File: src/rtl/cod_pkg.sv
// Shared types and widths for the character-entry encoder.
package cod_pkg;

    localparam int unsigned CODE_W = 5;

    typedef enum logic {
        EDIT   = 1'b0,
        LOCKED = 1'b1
    } cod_state_t;

endpackage

File: src/rtl/cod_debounce.sv
// Per-button 2-flop synchronizer, debounce counter and registered press pulse.
module cod_debounce #(
    parameter int unsigned DEB_CYCLES = 50000
) (
    input  logic clk,
    input  logic rst,
    input  logic raw,
    output logic level,
    output logic press
);

    localparam int unsigned CNT_W = $clog2(DEB_CYCLES);
    localparam logic [CNT_W-1:0] CNT_LAST = CNT_W'(DEB_CYCLES - 1);

    logic             sync1_q, sync2_q;
    logic             level_q, level_d;
    logic             level_dly_q;
    logic             press_q, press_d;
    logic [CNT_W-1:0] cnt_q, cnt_d;

    always_comb begin
        cnt_d   = '0;
        level_d = level_q;
        if (sync2_q != level_q) begin
            if (cnt_q == CNT_LAST) begin
                level_d = sync2_q;
            end else begin
                cnt_d = cnt_q + CNT_W'(1);
            end
        end
        // Rising edge of the debounced level only; releases are silent.
        press_d = level_q & ~level_dly_q;
    end

    always_ff @(posedge clk) begin
        if (rst) begin
            sync1_q     <= 1'b0;
            sync2_q     <= 1'b0;
            cnt_q       <= '0;
            level_q     <= 1'b0;
            level_dly_q <= 1'b0;
            press_q     <= 1'b0;
        end else begin
            sync1_q     <= raw;
            sync2_q     <= sync1_q;
            cnt_q       <= cnt_d;
            level_q     <= level_d;
            level_dly_q <= level_q;
            press_q     <= press_d;
        end
    end

    assign level = level_q;
    assign press = press_q;

endmodule

File: src/rtl/cod_entrada_caracter.sv
// Character-entry encoder: debounced up/down/ok buttons step and lock a 5-bit code A..E.
// Optional auto-repeat while up/down is held: define COD_AUTO_REPEAT_EN.
module cod_entrada_caracter
    import cod_pkg::*;
#(
    parameter int unsigned DEB_CYCLES    = 50000,
    parameter int unsigned MAX_CODE      = 31,
    parameter int unsigned REPEAT_CYCLES = 12500000
) (
    input  logic clk,
    input  logic rst,
    input  logic btn_up,
    input  logic btn_down,
    input  logic btn_ok,
    output logic A,
    output logic B,
    output logic C,
    output logic D,
    output logic E,
    output logic code_valid,
    output logic locked
);

    localparam logic [CODE_W-1:0] MAX_SEL = CODE_W'(MAX_CODE);

    logic up_lvl, up_p, dn_lvl, dn_p, ok_lvl, ok_p;

    cod_debounce #(.DEB_CYCLES(DEB_CYCLES)) u_deb_up (
        .clk(clk), .rst(rst), .raw(btn_up), .level(up_lvl), .press(up_p)
    );
    cod_debounce #(.DEB_CYCLES(DEB_CYCLES)) u_deb_down (
        .clk(clk), .rst(rst), .raw(btn_down), .level(dn_lvl), .press(dn_p)
    );
    cod_debounce #(.DEB_CYCLES(DEB_CYCLES)) u_deb_ok (
        .clk(clk), .rst(rst), .raw(btn_ok), .level(ok_lvl), .press(ok_p)
    );

    cod_state_t        state_q, state_d;
    logic [CODE_W-1:0] sel_q, sel_d;
    logic              code_valid_q, code_valid_d;
    logic              locked_q, locked_d;
    logic              step_up, step_dn;
    logic              ok_lvl_unused;

    assign ok_lvl_unused = ok_lvl;

`ifdef COD_AUTO_REPEAT_EN
    localparam int unsigned RPT_W = $clog2(REPEAT_CYCLES + 1);
    localparam logic [RPT_W-1:0] RPT_LAST = RPT_W'(REPEAT_CYCLES - 1);

    logic [RPT_W-1:0] rpt_cnt_q, rpt_cnt_d;
    logic             rpt_fire;

    // Counter restarts on each press pulse so repeats are spaced from the first step.
    always_comb begin
        rpt_cnt_d = '0;
        rpt_fire  = 1'b0;
        if (state_q == EDIT && !ok_p && (up_lvl ^ dn_lvl) && !up_p && !dn_p) begin
            if (rpt_cnt_q == RPT_LAST) begin
                rpt_fire = 1'b1;
            end else begin
                rpt_cnt_d = rpt_cnt_q + RPT_W'(1);
            end
        end
        step_up = up_p | (rpt_fire & up_lvl);
        step_dn = dn_p | (rpt_fire & dn_lvl);
    end

    always_ff @(posedge clk) begin
        if (rst) begin
            rpt_cnt_q <= '0;
        end else begin
            rpt_cnt_q <= rpt_cnt_d;
        end
    end
`else
    always_comb begin
        step_up = up_p;
        step_dn = dn_p;
    end
`endif

    always_comb begin
        state_d      = state_q;
        sel_d        = sel_q;
        code_valid_d = 1'b0;
        case (state_q)
            EDIT: begin
                if (ok_p) begin
                    state_d      = LOCKED;
                    code_valid_d = 1'b1;
                end else if (step_up && !step_dn) begin
                    sel_d = (sel_q == MAX_SEL) ? '0 : sel_q + CODE_W'(1);
                end else if (step_dn && !step_up) begin
                    sel_d = (sel_q == '0) ? MAX_SEL : sel_q - CODE_W'(1);
                end
            end
            LOCKED: begin
                if (ok_p) begin
                    state_d = EDIT;
                end
            end
            default: state_d = EDIT;
        endcase
        locked_d = (state_d == LOCKED);
    end

    always_ff @(posedge clk) begin
        if (rst) begin
            state_q      <= EDIT;
            sel_q        <= '0;
            code_valid_q <= 1'b0;
            locked_q     <= 1'b0;
        end else begin
            state_q      <= state_d;
            sel_q        <= sel_d;
            code_valid_q <= code_valid_d;
            locked_q     <= locked_d;
        end
    end

    assign {A, B, C, D, E} = sel_q;
    assign code_valid      = code_valid_q;
    assign locked          = locked_q;

endmodule

File: config.mk
export PLATFORM = sky130hd
export DESIGN_NAME = cod_entrada_caracter
export DESIGN_NICKNAME = d
export VERILOG_FILES = /design/src/rtl/cod_pkg.sv /design/src/rtl/cod_debounce.sv /design/src/rtl/cod_entrada_caracter.sv
export SDC_FILE = /design/constraint.sdc
export NUM_CORES = 1
export LEC_CHECK = 0
export CAP_MARGIN = 20
export CORE_UTILIZATION = 33
export DETAILED_ROUTE_END_ITERATION = 8
export HOLD_SLACK_MARGIN = 0.08
export SKIP_LAST_GASP = 1
export SYNTH_ARGS = -nofsm -noshare
export SYNTH_HDL_FRONTEND = slang
export SYNTH_SLANG_ARGS = --single-unit
File: constraint.sdc
create_clock -name clk -period 2.03 [get_ports clk]
set_input_delay 0.609 -clock clk [delete_from_list [all_inputs] [get_ports clk]]
set_output_delay 0.609 -clock clk [all_outputs]
set_load 0.01 [all_outputs]
Yosys cells after proc, flatten, opt, wreduce, memory -nomap -nowiden:

Cells that the tools add are included.

* divide/modulo/power cells: 0
* add/subtract/negate cells: 5
* shift-type cells: 0
* bitwise gates (word level): 11
* order comparisons: 0
* multipliers: 0
* multiplexer cells: 7
* reductions and logical operators: 14
* equal/unequal tests: 7

Operator list (number)
* 16-bit by 1-bit adder with 16-bit output (second input constant): 3
* 16-bit == test (second input constant): 3
* 5-bit 2-to-1 mux: 4
* 3-bit OR reduction: 3
* 1-bit NOT: 8
* 2-bit AND reduction: 3
* 5-bit by 1-bit adder with 5-bit output (second input constant): 1
* 5-bit == test (second input constant): 1
* 5-bit zero test: 1
* 5-bit by 1-bit subtractor with 5-bit output (second input constant): 1
* 1-bit AND: 3
* 1-bit != test: 3
* 3-bit AND reduction: 1
* 1-bit logical AND: 2
* 1-bit zero test: 2
* 1-bit 2-to-1 mux: 2
* 1-bit case mux with 2 select lines: 1
* 2-bit nonzero test: 1
* 2-bit OR reduction: 1

* memories kept: 0
* output and inout port bits: 7
* RAM bits: 0
* bits in registers: 70
* logic and storage cells: 65
* bits in latches: 0
* bits in read-only memories: 0
* input bits: 5

Logic depth before layout (Yosys ltp):

* depth in word-level cells: 4
* mapped depth: 7

Hierarchy:

A second synthesis with hierarchy kept.

* cell total of the unflattened synthesis: 326
* area total of the unflattened synthesis: 3156.8 µm²

By module, submodules not included
* cod_debounce: instances 3, area an instance 907.1 µm², cells each 91
* cod_entrada_caracter: instances 1, area an instance 435.4 µm², cells each 53

Least setup slack after synthesis:

OpenSTA, ideal clock, no wires.

* path kind: register to register
* start point: register sel_q[0]
* end point: register sel_q[3]
* setup slack: 0.440 ns
* data required time: 1.944 ns
* stages on the path, launching flop included: 7
* arrival: 1.504 ns
* path through: dfxtp_1 > inv_1 > ha_1 > or3b_2 > nor3_1 > nor2_1 > a211oi_1

* word-level cells in the longest chain between the ends: 4
* elaborated cells between the ends (all ways): 8
* those cells by class: 2 x add/sub; 1 x eq/ne; 4 x mux; 1 x reduce/logical

RTL lines
* start, declared: RTL line cod_entrada_caracter.sv:39 `logic [CODE_W-1:0] sel_q, sel_d;`
* start signal, assigned: RTL line cod_entrada_caracter.sv:116 `sel_q <= sel_d;`
* 5-bit by 1-bit subtractor with 5-bit output / 5-bit zero test (equally long branches): RTL line cod_entrada_caracter.sv:95 `sel_d = (sel_q == '0) ? MAX_SEL : sel_q - CODE_W'(1);`
* 5-bit 2-to-1 mux: RTL line cod_entrada_caracter.sv:95
* 5-bit 2-to-1 mux: RTL line cod_entrada_caracter.sv:94 `end else if (step_dn && !step_up) begin`
* 5-bit 2-to-1 mux *: RTL line cod_entrada_caracter.sv:92 `end else if (step_up && !step_dn) begin`

Every way passes the cells marked *; elsewhere a longest branch is shown, timed or not. The select of a mux whose other input is x is not followed.
A chain may end at the register's enable or synchronous reset.

Worst setup path after layout:

* start point: register sel_q[0]
* end point: output port E

RTL lines
* end, declared: RTL line cod_entrada_caracter.sv:19 `output logic E,`

No word-level cell between the ends.

==> qor.csv <==
metric,value,unit
arrival,1.35,ns
dp_hpwl,3781,um
total_power,2748,uW
worstPathRequired,1.42,ns
grt_pass1_wl,9556,um
yosysTopAreaCell,dfxtp_1,
gp_congestion,0.7567,
antenna_cells,0,
drc,4,
setup_viol,0,
crit_path_end_kind,primary output,
rows,34,
final_layout_size_suffix_gt1_share,6.761,%
clkTransAtPathRegs,0.07,ns
grt_overflow,0,
clk_latency,0.34,ns
violations,DRC,
slew_viol_final,0,
postSynth.asyncResetShare,0,%
wl_per_cell,11.67,um
hold_class,flop to flop,
synthFlopType,dfxtp_1,
io_pins,12,
cts_inserted_buffers,9,
rsz0062_at_grt,no,
critPathLaunch,sel_q[0],
crit_path_max_incr_delay,0.57,ns
max-slew-margin-rel,69.89,%
syn_area_per_cell,9.036,um^2
p_leak,0.001133,uW
first_pass_iters,6,
ys_top_cells_by_area,"dfxtp_1 (46%), xnor2_1 (10%), nor2_1 (6.8%)",
yosys_warnings,0,
r2r_slack,0.23,ns
via_per_inst,4.844,
r2r-start,sel_q[0],
die_height,97.63,um
cp-endpoint,E,
finalHoldViolCount,0,
multiInputGateArea,1530,um^2
outcome,"complete, but fails checks",
reg2reg_depth,6,
die-area,9532,um^2
syn_area,3018,um^2
worstSetupPathType,flop to primary output,
cts_hold_buf,0,
synthDistinctLibCells,33,
max_freq,510.6,MHz
regArea,1403,um^2
crit_buf_inv,1,
drt-initial-drc-count,78,
post-route-min-period,1.958,ns
postRouteAntennaNets,0,
synth_edf_count,0,
worst_slew_pin_slew,0.4506,ns
syn_nets,347,
startpoint_type,flop,
nFillCells,864,
die_w,97.63,um
skew,0.006630,ns
totalWireLength,5403,um
coreArea,8806,um^2
worstPathCellList,clkdlybuf4s50_1,
cts.htree.levels,3,
cp_max_fo,6,
r2r-end,sel_q[3],
critPathSlowestCell,clkdlybuf4s50_1,
grt_usage,12.46,%
start_util,34.27,%
power.density,788.4,nW/um^2
finalCritPeriodShare,96.47,%
cts_tree,done,
nNetsFinal,363,
drv_cap,0,
io_buffer_count,11,
synth_top_area_share,46.43,%
cp.depth,1,
syn_inst,334,
cts_max_path_buffers,2,
grt_pass1_vias,2095,
cts_sinks,70,
area_delta_synth_final,15.51,%
ys_ff_latch,70,
setup_tns,0,ns
antenna_found_initial,0,
yosysSeqAreaShare,46.43,%
grt_max_degree,15,
cts-root-buf,clkbuf_8,
cp_top_family,buffers and inverters,
max-vdd-ir-drop,0.2794,mV
vias,2243,
## cells in the mapped netlist (all sizes together), types with 8 or more instances
master and number:
nor2 55, xor2 10, nand3 15, dfxtp 70, nor3 11, nand2 14
nor4 12, nand4 16, nor2b 13, a21oi 8, inv 13, xnor2 35
ha 8
## stage by stage
stage | hold slack, ns | instance area (um^2) | util, % | worst slack [ns] | cells
2_1_floorplan | 0.3674 | 3018 | - | 0.4405 | 334
3_3_place_gp | 0.3721 | 3248 | 36.89 | 0.08888 | 447
3_5_place_dp | 0.3734 | 3248 | 36.89 | 0.07241 | 447
4_1_cts | 0.3845 | 3485 | 39.57 | 0.05288 | 463
5_1_grt | 0.3929 | 3486 | 39.59 | 0.008312 | 463
6_report | 0.3830 | 3486 | 39.59 | 0.07169 | 463
## power by group
| group | internal (uW) | switching (uW) | total [uW] |
|---|---|---|---|
| sequential | 1380 | 4.00 | 1380 |
| combinational | 17.4 | 18.8 | 36.1 |
| clock | 809 | 520 | 1330 |
| total | 2210 | 542 | 2750 |
## cell usage in the layout, fill, tap and decap left out
| cell type | count |
|---|---|
| dfxtp_1 | 69 |
| nor2_1 | 55 |
| xnor2_1 | 35 |
| nand4_1 | 15 |
| nand3_1 | 15 |
| nand2_1 | 14 |
| inv_1 | 13 |
| nor2b_1 | 13 |
| nor4_1 | 12 |
| nor3_1 | 11 |
| clkdlybuf4s50_1 | 11 |
| xor2_1 | 10 |
| clkbuf_8 | 9 |
| a21oi_1 | 8 |
| ha_1 | 8 |
| and3_1 | 7 |
| nand2b_1 | 6 |
| o21ai_0 | 6 |
| nor4bb_1 | 4 |
| and2_1 | 3 |
| mux2i_1 | 3 |
| or3_1 | 3 |
| clkinv_2 | 3 |
| bufinv_16 | 3 |
| buf_4 | 3 |
| nor4b_1 | 2 |
| and4_1 | 2 |
| a211oi_1 | 2 |
| nand4bb_1 | 1 |
| a21bo_2 | 1 |
| nand4_4 | 1 |
| or3_4 | 1 |
| or3b_2 | 1 |
| o22a_1 | 1 |
| o221ai_1 | 1 |
| nand3b_1 | 1 |
| clkinvlp_4 | 1 |
| dfxtp_2 | 1 |
## metal layers
layer | vias up | global-route usage, % | routed length, um
li1 | 1169 | - | -
met5 | - | 0 | 0
met1 | 1031 | 16.12 | 2697
met4 | 0 | 7.343 | 104
met3 | 10 | 2.950 | 164
met2 | 33 | 18.82 | 2436
## layout make-up
class,count,area share (%)
Clock buffer,9,3.553
Clock inverter,7,3.230
Inverter,13,1.400
Multi-Input combinational cell,242,43.90
Sequential cell,70,40.24
Tap cell,108,3.877
Timing Repair Buffer,14,3.805
## worst min path at each step
stage | start | end | slack [ns] | depth (start not counted)
final | u_deb_ok.level_dly_q | u_deb_ok.press | 0.38 | 1
after global placement | u_deb_ok.level_dly_q | u_deb_ok.press | 0.37 | 1
after CTS | u_deb_ok.level_dly_q | u_deb_ok.press | 0.38 | 1
after detailed placement | u_deb_ok.level_dly_q | u_deb_ok.press | 0.37 | 1
after floorplan | u_deb_ok.level_dly_q | u_deb_ok.press | 0.37 | 1
after global routing | u_deb_ok.level_dly_q | u_deb_ok.press | 0.39 | 1
## state kept, by name, indices dropped and copies added, names as in the netlist, 5 cells and up
| signal | flops |
|---|---|
| u_deb_down.cnt_q | 16 |
| u_deb_ok.cnt_q | 16 |
| u_deb_up.cnt_q | 16 |
| sel_q | 5 |
## cells by family (layout without fill, tap and decap cells)
logic type / Yosys count / count (layout) / share of synthesized area [%]
compound gates: 19 / 19 / 3.731
xor+xnor: 45 / 45 / 13.06
fa+ha+maj: 8 / 8 / 3.317
buf+inv: 22 / 43 / 2.861
flops: 70 / 70 / 46.43
mux: 3 / 3 / 0.9951
simple gates: 167 / 167 / 29.60
## what timing repair did
item,in CTS,in global routing
gates resized for setup,0,1
setup endpoints to repair,0,1
buffers inserted,0,0
(Power assumes the default switching activity.)
